**src/rtl/lsu_mem_initiator_if.sv**
```systemverilog
// Pipeline request/response and data-memory bus of the RV32I load/store initiator.
// master: the initiator itself; slave: the pipeline plus memory that surround it.
interface lsu_mem_initiator_if #(
  parameter int ADDR_W = 32
);
  logic              req_valid;
  logic              req_ready;
  logic              req_we;
  logic [2:0]        req_funct3;
  logic [ADDR_W-1:0] req_addr;
  logic [31:0]       req_wdata;
  logic              rsp_valid;
  logic [31:0]       rsp_rdata;
  logic              rsp_err;
  logic              mem_req;
  logic              mem_we;
  logic [3:0]        mem_be;
  logic [ADDR_W-1:0] mem_addr;
  logic [31:0]       mem_wdata;
  logic              mem_ack;
  logic [31:0]       mem_rdata;

  modport master (
    input  req_valid, req_we, req_funct3, req_addr, req_wdata, mem_ack, mem_rdata,
    output req_ready, rsp_valid, rsp_rdata, rsp_err,
           mem_req, mem_we, mem_be, mem_addr, mem_wdata
  );

  modport slave (
    output req_valid, req_we, req_funct3, req_addr, req_wdata, mem_ack, mem_rdata,
    input  req_ready, rsp_valid, rsp_rdata, rsp_err,
           mem_req, mem_we, mem_be, mem_addr, mem_wdata
  );
endinterface

```
**src/rtl/lsu_mem_initiator.sv**
```systemverilog
// RV32I load/store initiator: word-aligned memory transactions with byte enables.
// Define LSU_MISALIGN_SPLIT_EN to split misaligned accesses in two; otherwise they are rejected.
module lsu_mem_initiator #(
  parameter int ADDR_W = 32,
  parameter int DATA_W = 32
) (
  input logic                 clk,
  input logic                 rst_n,
  lsu_mem_initiator_if.master bus
);

  localparam logic [1:0] IDLE = 2'd0;
  localparam logic [1:0] ACC0 = 2'd1;
`ifdef LSU_MISALIGN_SPLIT_EN
  localparam logic [1:0] ACC1 = 2'd2;
`endif
  localparam logic [1:0] RESP = 2'd3;

  logic [1:0]        state_q;
  logic [2:0]        funct3_q;
  logic [1:0]        off_q;

  logic [1:0]        off;
  logic [3:0]        size_mask;
  logic              legal;
  logic              misaligned;
  logic              reject;
  logic [3:0]        be_lo;
  logic [DATA_W-1:0] wdata_lo;
  logic [ADDR_W-1:0] word_addr;
  logic [DATA_W-1:0] load_word;
  logic [DATA_W-1:0] rsp_data_next;

`ifdef LSU_MISALIGN_SPLIT_EN
  logic              split_q;
  logic [3:0]        be_hi_q;
  logic [DATA_W-1:0] wdata_hi_q;
  logic [DATA_W-1:0] rdata_lo_q;
  logic [1:0]        off_neg;
  logic [1:0]        off_neg_q;
  logic [3:0]        be_hi;
  logic [DATA_W-1:0] wdata_hi;
`endif

  function automatic logic [DATA_W-1:0] extend(input logic [2:0] f3, input logic [DATA_W-1:0] d);
    case (f3)
      3'b000:  extend = {{(DATA_W-8){d[7]}}, d[7:0]};
      3'b001:  extend = {{(DATA_W-16){d[15]}}, d[15:0]};
      3'b100:  extend = {{(DATA_W-8){1'b0}}, d[7:0]};
      3'b101:  extend = {{(DATA_W-16){1'b0}}, d[15:0]};
      default: extend = d;
    endcase
  endfunction

  assign bus.req_ready = (state_q == IDLE);

  // NOTE: every variable gets a value on every path through always_comb, so no latch is inferred.
  always_comb begin
    off       = bus.req_addr[1:0];
    word_addr = {bus.req_addr[ADDR_W-1:2], 2'b00};
    case (bus.req_funct3[1:0])
      2'b00:   size_mask = 4'b0001;
      2'b01:   size_mask = 4'b0011;
      default: size_mask = 4'b1111;
    endcase
    case (bus.req_funct3)
      3'b000, 3'b001, 3'b010: legal = 1'b1;
      3'b100, 3'b101:         legal = !bus.req_we;
      default:                legal = 1'b0;
    endcase
    misaligned = (bus.req_funct3[1:0] == 2'b01 && off == 2'b11) ||
                 (bus.req_funct3[1:0] == 2'b10 && off != 2'b00);
    be_lo      = size_mask << off;
    wdata_lo   = bus.req_wdata << {off, 3'b000};
`ifdef LSU_MISALIGN_SPLIT_EN
    reject     = !legal;
    // The second word holds the bytes that spilled past lane 3.
    off_neg    = 2'd0 - off;
    off_neg_q  = 2'd0 - off_q;
    be_hi      = size_mask >> off_neg;
    wdata_hi   = bus.req_wdata >> {off_neg, 3'b000};
    load_word  = (state_q == ACC1) ? (rdata_lo_q | (bus.mem_rdata << {off_neg_q, 3'b000}))
                                   : (bus.mem_rdata >> {off_q, 3'b000});
`else
    reject     = !legal || misaligned;
    load_word  = bus.mem_rdata >> {off_q, 3'b000};
`endif
    rsp_data_next = bus.mem_we ? '0 : extend(funct3_q, load_word);
  end

  // NOTE: sequential state uses non-blocking assignments only, so every flop sees pre-edge values.
  always_ff @(posedge clk or negedge rst_n) begin
    if (!rst_n) begin
      state_q       <= IDLE;
      funct3_q      <= '0;
      off_q         <= '0;
      bus.rsp_valid <= 1'b0;
      bus.rsp_rdata <= '0;
      bus.rsp_err   <= 1'b0;
      bus.mem_req   <= 1'b0;
      bus.mem_we    <= 1'b0;
      bus.mem_be    <= '0;
      bus.mem_addr  <= '0;
      bus.mem_wdata <= '0;
`ifdef LSU_MISALIGN_SPLIT_EN
      split_q       <= 1'b0;
      be_hi_q       <= '0;
      wdata_hi_q    <= '0;
      rdata_lo_q    <= '0;
`endif
    end else begin
      bus.rsp_valid <= 1'b0;
      case (state_q)
        IDLE: if (bus.req_valid) begin
          funct3_q <= bus.req_funct3;
          off_q    <= off;
          if (reject) begin
            state_q       <= RESP;
            bus.rsp_valid <= 1'b1;
            bus.rsp_err   <= 1'b1;
            bus.rsp_rdata <= '0;
          end else begin
            state_q       <= ACC0;
            bus.mem_req   <= 1'b1;
            bus.mem_we    <= bus.req_we;
            bus.mem_be    <= be_lo;
            bus.mem_addr  <= word_addr;
            bus.mem_wdata <= wdata_lo;
`ifdef LSU_MISALIGN_SPLIT_EN
            split_q       <= misaligned;
            be_hi_q       <= be_hi;
            wdata_hi_q    <= wdata_hi;
`endif
          end
        end
        ACC0: if (bus.mem_ack) begin
`ifdef LSU_MISALIGN_SPLIT_EN
          if (split_q) begin
            // mem_req stays high: the second word is a fresh transaction.
            state_q       <= ACC1;
            bus.mem_addr  <= bus.mem_addr + ADDR_W'(4);
            bus.mem_be    <= be_hi_q;
            bus.mem_wdata <= wdata_hi_q;
            rdata_lo_q    <= load_word;
          end else
`endif
          begin
            state_q       <= RESP;
            bus.mem_req   <= 1'b0;
            bus.rsp_valid <= 1'b1;
            bus.rsp_rdata <= rsp_data_next;
          end
        end
`ifdef LSU_MISALIGN_SPLIT_EN
        ACC1: if (bus.mem_ack) begin
          state_q       <= RESP;
          bus.mem_req   <= 1'b0;
          bus.rsp_valid <= 1'b1;
          bus.rsp_rdata <= rsp_data_next;
        end
`endif
        RESP: begin
          state_q       <= IDLE;
          bus.rsp_rdata <= '0;
          bus.rsp_err   <= 1'b0;
        end
        default: state_q <= IDLE;
      endcase
    end
  end

endmodule

```
**src/flat_wrapper.sv**
```systemverilog
// flat-port wrapper written by rule: the top's interface ports become plain ports
module lsu_mem_initiator_flat 
#(
  parameter int ADDR_W = 32,
  parameter int DATA_W = 32
)
  (clk, rst_n, bus_req_valid, bus_req_we, bus_req_funct3, bus_req_addr, bus_req_wdata, bus_mem_ack, bus_mem_rdata, bus_req_ready, bus_rsp_valid, bus_rsp_rdata, bus_rsp_err, bus_mem_req, bus_mem_we, bus_mem_be, bus_mem_addr, bus_mem_wdata);
  lsu_mem_initiator_if #(.ADDR_W(ADDR_W)) bus_i ();
  input logic clk;
  input logic rst_n;
  input wire logic [$bits(bus_i.req_valid)-1:0] bus_req_valid;
  input wire logic [$bits(bus_i.req_we)-1:0] bus_req_we;
  input wire logic [$bits(bus_i.req_funct3)-1:0] bus_req_funct3;
  input wire logic [$bits(bus_i.req_addr)-1:0] bus_req_addr;
  input wire logic [$bits(bus_i.req_wdata)-1:0] bus_req_wdata;
  input wire logic [$bits(bus_i.mem_ack)-1:0] bus_mem_ack;
  input wire logic [$bits(bus_i.mem_rdata)-1:0] bus_mem_rdata;
  output wire logic [$bits(bus_i.req_ready)-1:0] bus_req_ready;
  output wire logic [$bits(bus_i.rsp_valid)-1:0] bus_rsp_valid;
  output wire logic [$bits(bus_i.rsp_rdata)-1:0] bus_rsp_rdata;
  output wire logic [$bits(bus_i.rsp_err)-1:0] bus_rsp_err;
  output wire logic [$bits(bus_i.mem_req)-1:0] bus_mem_req;
  output wire logic [$bits(bus_i.mem_we)-1:0] bus_mem_we;
  output wire logic [$bits(bus_i.mem_be)-1:0] bus_mem_be;
  output wire logic [$bits(bus_i.mem_addr)-1:0] bus_mem_addr;
  output wire logic [$bits(bus_i.mem_wdata)-1:0] bus_mem_wdata;
  assign bus_i.req_valid = bus_req_valid;
  assign bus_i.req_we = bus_req_we;
  assign bus_i.req_funct3 = bus_req_funct3;
  assign bus_i.req_addr = bus_req_addr;
  assign bus_i.req_wdata = bus_req_wdata;
  assign bus_i.mem_ack = bus_mem_ack;
  assign bus_i.mem_rdata = bus_mem_rdata;
  assign bus_req_ready = bus_i.req_ready;
  assign bus_rsp_valid = bus_i.rsp_valid;
  assign bus_rsp_rdata = bus_i.rsp_rdata;
  assign bus_rsp_err = bus_i.rsp_err;
  assign bus_mem_req = bus_i.mem_req;
  assign bus_mem_we = bus_i.mem_we;
  assign bus_mem_be = bus_i.mem_be;
  assign bus_mem_addr = bus_i.mem_addr;
  assign bus_mem_wdata = bus_i.mem_wdata;
  lsu_mem_initiator #(.ADDR_W(ADDR_W), .DATA_W(DATA_W)) u_core (.clk(clk), .rst_n(rst_n), .bus(bus_i));
endmodule
```
**config.mk**
```make
export PLATFORM = sky130hd
export DESIGN_NAME = lsu_mem_initiator_flat
export DESIGN_NICKNAME = d
export VERILOG_FILES = /design/src/rtl/lsu_mem_initiator_if.sv /design/src/rtl/lsu_mem_initiator.sv /design/src/flat_wrapper.sv
export SDC_FILE = /design/constraint.sdc
export NUM_CORES = 1
export LEC_CHECK = 0
export BUFFER_PORTS_ARGS = -buffer_cell sky130_fd_sc_hd__buf_2
export CORE_MARGIN = 1
export CORE_UTILIZATION = 48
export CTS_CLUSTER_DIAMETER = 50
export CTS_CLUSTER_SIZE = 14
export DETAILED_ROUTE_END_ITERATION = 7
export PLACE_DENSITY = 0.76
export SETUP_SLACK_MARGIN = 0.05
export SLEW_MARGIN = 0
export SYNTH_ARGS = -nofsm -noshare
export SYNTH_HDL_FRONTEND = slang
export SYNTH_SLANG_ARGS = --single-unit
```
**constraint.sdc**
```tcl
create_clock -name clk -period 2.4 [get_ports clk]
set_input_delay 0.12 -clock clk [delete_from_list [all_inputs] [get_ports clk]]
set_output_delay 0.12 -clock clk [all_outputs]
set_load 0.005 [all_outputs]
```
==> impl.org <==
** Synthesis
- Yosys reg bits :: 109
- Syn Std Cell Area :: 5107 sq um
- In this run the mean area of a mapped cell was between 10 and 15 sq um.
- Instance count of the mapped netlist :: 437
- Unique masters post-synth :: 40
- Register area share after synthesis :: 53.41%
- By area, the combinational part of the netlist is dominated by multiplexers.
- During synthesis, Yosys emitted a total of 0 warnings.
- Summing the areas of all compound-gate instances in the mapped netlist gives 16.59% of the synthesized area.
- After synthesis, the share of cell area in mux cells is 18.20%.
- The synthesized netlist devotes 0% of its cell area to XOR and XNOR gates.
- The synthesized netlist devotes about 8.4% of its cell area to simple gates.
- Area share of fa/ha/maj cells after synthesis :: 0%

** STA
- Setup repair after global routing left no endpoint under its margin.
- Of the available clock period, the critical path in the final layout requires 90.33%.
- Number of failing setup endpoints in the final timing report :: 0
- Derived from the worst setup path, the maximum achievable clock frequency is 0.4613 GHz.
- Final setup TNS :: 0 ps
- Final hold vios :: 0
- For the final database, setup skew stands at around 9.6 ps.
- Worst setup slack after layout :: between 200 and 250 ps
- Slew at the pin with the worst max-slew slack :: roughly 920 ps
- Shortest period the worst path allows :: 2168 ps
- Fin. max-slew vios :: 0
- Worst slew slack as a fraction of its limit :: between 30% and 40%

** Drt
- After detailed routing, the number of remaining DRC violations is 0.
- Routed vias :: between 4000 and 5000
- Dividing the detail-routed wire length by the instance count gives 17.35 um.
- The detailed router finished its first iteration with roughly 170 violations.
- Number of nets with antenna violations after routing :: 0
- The first detailed-routing pass ran for 4 iterations.
- Detailed-route vias per instance :: around 5.4
- For this block, the routed nets add up to 13.98 mm of wire.

** Floorplanning
- The initial utilization of the core area, before any placement, comes to approximately 49%.
- Chip height :: 105.2 um
- Pin placement for this block handled roughly 210 I/O pins.
- Std cell rows :: 37
- Die area :: 11060 sq um
- Core footprint :: 10320 sq um
- Die Span X :: 105.2 um

** Pwr
- Part of the total power dissipated in the clock network :: between 10% and 20%
- Total power for the finished layout comes to 7.298 mW.
- Logic pwr share :: 41.5%
- In this run, flip-flops and latches consume approximately 44% of the power.
- The internal power of the cells totals 4.680 mW.
- Net switching is 35.87% of the power.
- Worst voltage drop across the vdd grid :: 505.0 uV
- Summed over all cells, the static leakage comes to 3.435 nW.
- Power spread over the standard cell area amounts to 1074 nW/um^2.
- Switching Power :: 2.618 mW

** Setup path
- In this run the critical register-to-register path is launched from u_core.state_q[1]$_DFFE_PN0P_.
- Critical Path Fanout Max :: 16
- The number of cells on the worst reg-to-reg path is 4.
- The setup path with the least slack is of type register to register.
- Type of element capturing the critical path :: register
- Startpoint Class :: register
- End of the worst register-to-register path :: u_core.bus.rsp_rdata[21]$_DFFE_PN0P_
- Data arrival time of the critical path :: about 2500 ps
- Setup slack of the worst register-to-register path :: roughly 230 ps
- Data on the critical path is required at its endpoint by 2710 ps.

** Hold path
- The worst hold path belongs to the class input pin to register.
- Hold-critical path endpoint :: u_core.bus.mem_wdata[6]$_DFFE_PN0P_
- Count of cells along the worst hold path :: 3
- Origin of the worst min-delay path :: bus_req_wdata[6]

** Cells and area
- Multi-input combinational cell area :: between 2000 and 2500 sq um
- Excluding fillers, the count of instances in the completed layout stands at ~810.
- Relative to the synthesized area, the layout overhead comes to 33.10%.
- Diode insertion count for antenna repair :: 0
- Final cell area excluding filler cells :: 6798 sq um
- Area used by sequential logic in the layout :: 2728 sq um
- In the final layout, the share of cells above drive strength 1 is 43.28%.
- Count of filler cells inserted in the layout :: 832
- Post-layout net count :: around 770

** Placement
- DP Area :: 6284 sq um
- Input and output buffers added on the ports amount to 206.
- Summed over all nets, the half-perimeter wirelength after detailed placement is 9.829 mm.
- OpenSTA, run right after detailed placement, puts the worst setup slack at between 100 and 150 ps.
- Routability congestion estimate :: 0.9354
- The number of placed instances, taps included, is ~760.

** CTS
- TritonCTS clock tree :: built
- Clock Pin Slew Worst Setup and Hold Paths :: 100 ps
- The number of setup buffers added after CTS is 0.
- CTS HTree Levels :: 3
- Latest clock arrival within the worst-skew pair :: between 300 and 400 ps
- Clock tree synthesis inserted a total of 9 buffers.
- The clock passes through at most 2 buffers.
- Sink Count :: 109
- The tree is rooted in a sky130_fd_sc_hd__clkbuf_8.

** Global routing
- The total overflow left after global routing is 0.
- Wire length of the first global-routing pass :: 22.48 mm
- In the global route stage, overall resource usage came out at 26.13%.
- Vias in the first global route :: 4447
- Number of antenna violations at the first check in global routing :: 0
- Entering global routing, the biggest net connects 95 pins.

** Flow run
- The tool flagged a number of max-cap violations equal to 0.

** Outcome
- The run finished with clean final reports.
repair_timing:
| item | CTS | global route |
|---|---|---|
| resized for setup | 0 | 1 |
| hold buffers | 32 | 0 |
| setup endpoints to repair | 0 | 8 |
| hold endpoints to repair | 79 | 0 |
cell type report:
type | instances | area share, %
timing repair buffer | 250 | 21.61
inverter | 2 | 0.1104
multi-input combinational | 293 | 32.91
tap | 136 | 2.503
clock inverter | 5 | 0.5154
sequential | 109 | 40.13
clock buffer | 11 | 2.227
layer usage:
layer  track usage (%)  share of wire [%]  wire (um)  up-vias
li1                  -                  -          -     2051
met3             4.242                5.4        750       36
met5                 0                  0          0        -
met4             13.18                3.3        458        0
met1             34.14                 42       5874     2126
met2             42.19                 49       6898      165
how the worst max path moves through the flow:
stage,start,slack [ps],to,cells past startpoint
global route,u_core.state_q[1]$_DFFE_PN0P_,80,u_core.bus.rsp_rdata[20]$_DFFE_PN0P_,4
floorplan,u_core.state_q[0]$_DFFE_PN0P_,610,u_core.bus.mem_addr[29]$_DFFE_PN0P_,5
global placement,bus_req_addr[0],210,u_core.bus.rsp_rdata[7]$_DFFE_PN0P_,6
finish,u_core.state_q[1]$_DFFE_PN0P_,230,u_core.bus.rsp_rdata[21]$_DFFE_PN0P_,4
CTS,bus_req_we,180,u_core.bus.rsp_rdata[7]$_DFFE_PN0P_,7
detailed placement,bus_req_addr[0],140,u_core.bus.rsp_rdata[7]$_DFFE_PN0P_,6
kinds of logic after synthesis:
logic type / after synthesis
compound gates: 117
flops: 109
simple gates: 89
mux: 85
buf+inv: 36
other cells: 1
critical path, stage by stage, from the launching register on:
cell	delay (ps)
sky130_fd_sc_hd__dfrtp_1	470
sky130_fd_sc_hd__nand3b_4	230
sky130_fd_sc_hd__or2_0	400
sky130_fd_sc_hd__a2111oi_4	780
sky130_fd_sc_hd__a221o_1	220
state kept, by name, indices dropped and copies added (netlist names):
name / flops
u_core.bus.mem_wdata: 32
u_core.bus.rsp_rdata: 32
u_core.bus.mem_addr: 30
u_core.bus.mem_be: 4
u_core.funct3_q: 3
u_core.off_q: 2
u_core.state_q: 2
u_core.bus.mem_req: 1
u_core.bus.mem_we: 1
u_core.bus.rsp_err: 1
u_core.bus.rsp_valid: 1
synth_stat cells (all sizes together):
master   number  area (sq um)
nor3b         2         31.28
nor2b        11         68.82
conb          1         3.750
a21boi        1         7.510
nand3b        1         20.02
a2111oi       2         37.54
a22o          9         78.83
o22ai         1         6.260
inv           2         7.510
nor3          1         5.000
dfrtp       109          2728
o21ai        28         140.1
o211ai        1         7.510
o21bai        1         7.510
nor4b         1         23.77
mux4          1         22.52
clkbuf       20         75.07
o31ai         9         67.56
or2           2         12.52
mux2i        31         310.3
a221o        16         160.2
buf          14         86.33
nand2b        1         6.260
a211oi        8         60.06
nand2        50         187.7
nor2         20         75.07
mux2         53         596.8
o2111ai       1         15.01
a21oi        24         120.1
a2bb2oi       1         8.760
o22a          1         8.760
o2bb2ai      13         113.9
o21a          1         7.510
stage by stage:
stage | hold slack [ps] | utilization (%)
6_report | 16.70 | 65.85
3_5_place_dp | 191.6 | 60.87
2_1_floorplan | -175.6 | -
5_1_grt | 16.74 | 65.85
3_3_place_gp | 182.1 | 60.87
4_1_cts | 2.066 | 65.77
layout by cell type (no fill, tap or decap), types with 13 or more instances in the layout:
cell type / synthesis / final
sky130_fd_sc_hd__a21oi_1: 24 / 23
sky130_fd_sc_hd__o21ai_0: 28 / 28
sky130_fd_sc_hd__dfrtp_1: 109 / 109
sky130_fd_sc_hd__mux2_2: 47 / 47
sky130_fd_sc_hd__dlygate4sd3_1: 0 / 32
sky130_fd_sc_hd__a221o_1: 16 / 16
sky130_fd_sc_hd__buf_2: 6 / 205
sky130_fd_sc_hd__nor2_1: 20 / 20
sky130_fd_sc_hd__o2bb2ai_1: 13 / 13
sky130_fd_sc_hd__mux2i_1: 31 / 31
sky130_fd_sc_hd__nand2_1: 50 / 50
power groups by stage:
stage / combinational [mW] / sequential (mW) / clock, mW
global placement: 2.89 / 3.20 / 0
global route: 3.33 / 3.34 / 1.15
finish: 3.03 / 3.22 / 1.05
detailed placement: 2.99 / 3.24 / 0
CTS: 3.03 / 3.21 / 1.08
floorplan: 1.63 / 3.22 / 0
(Power assumes the default switching activity.)
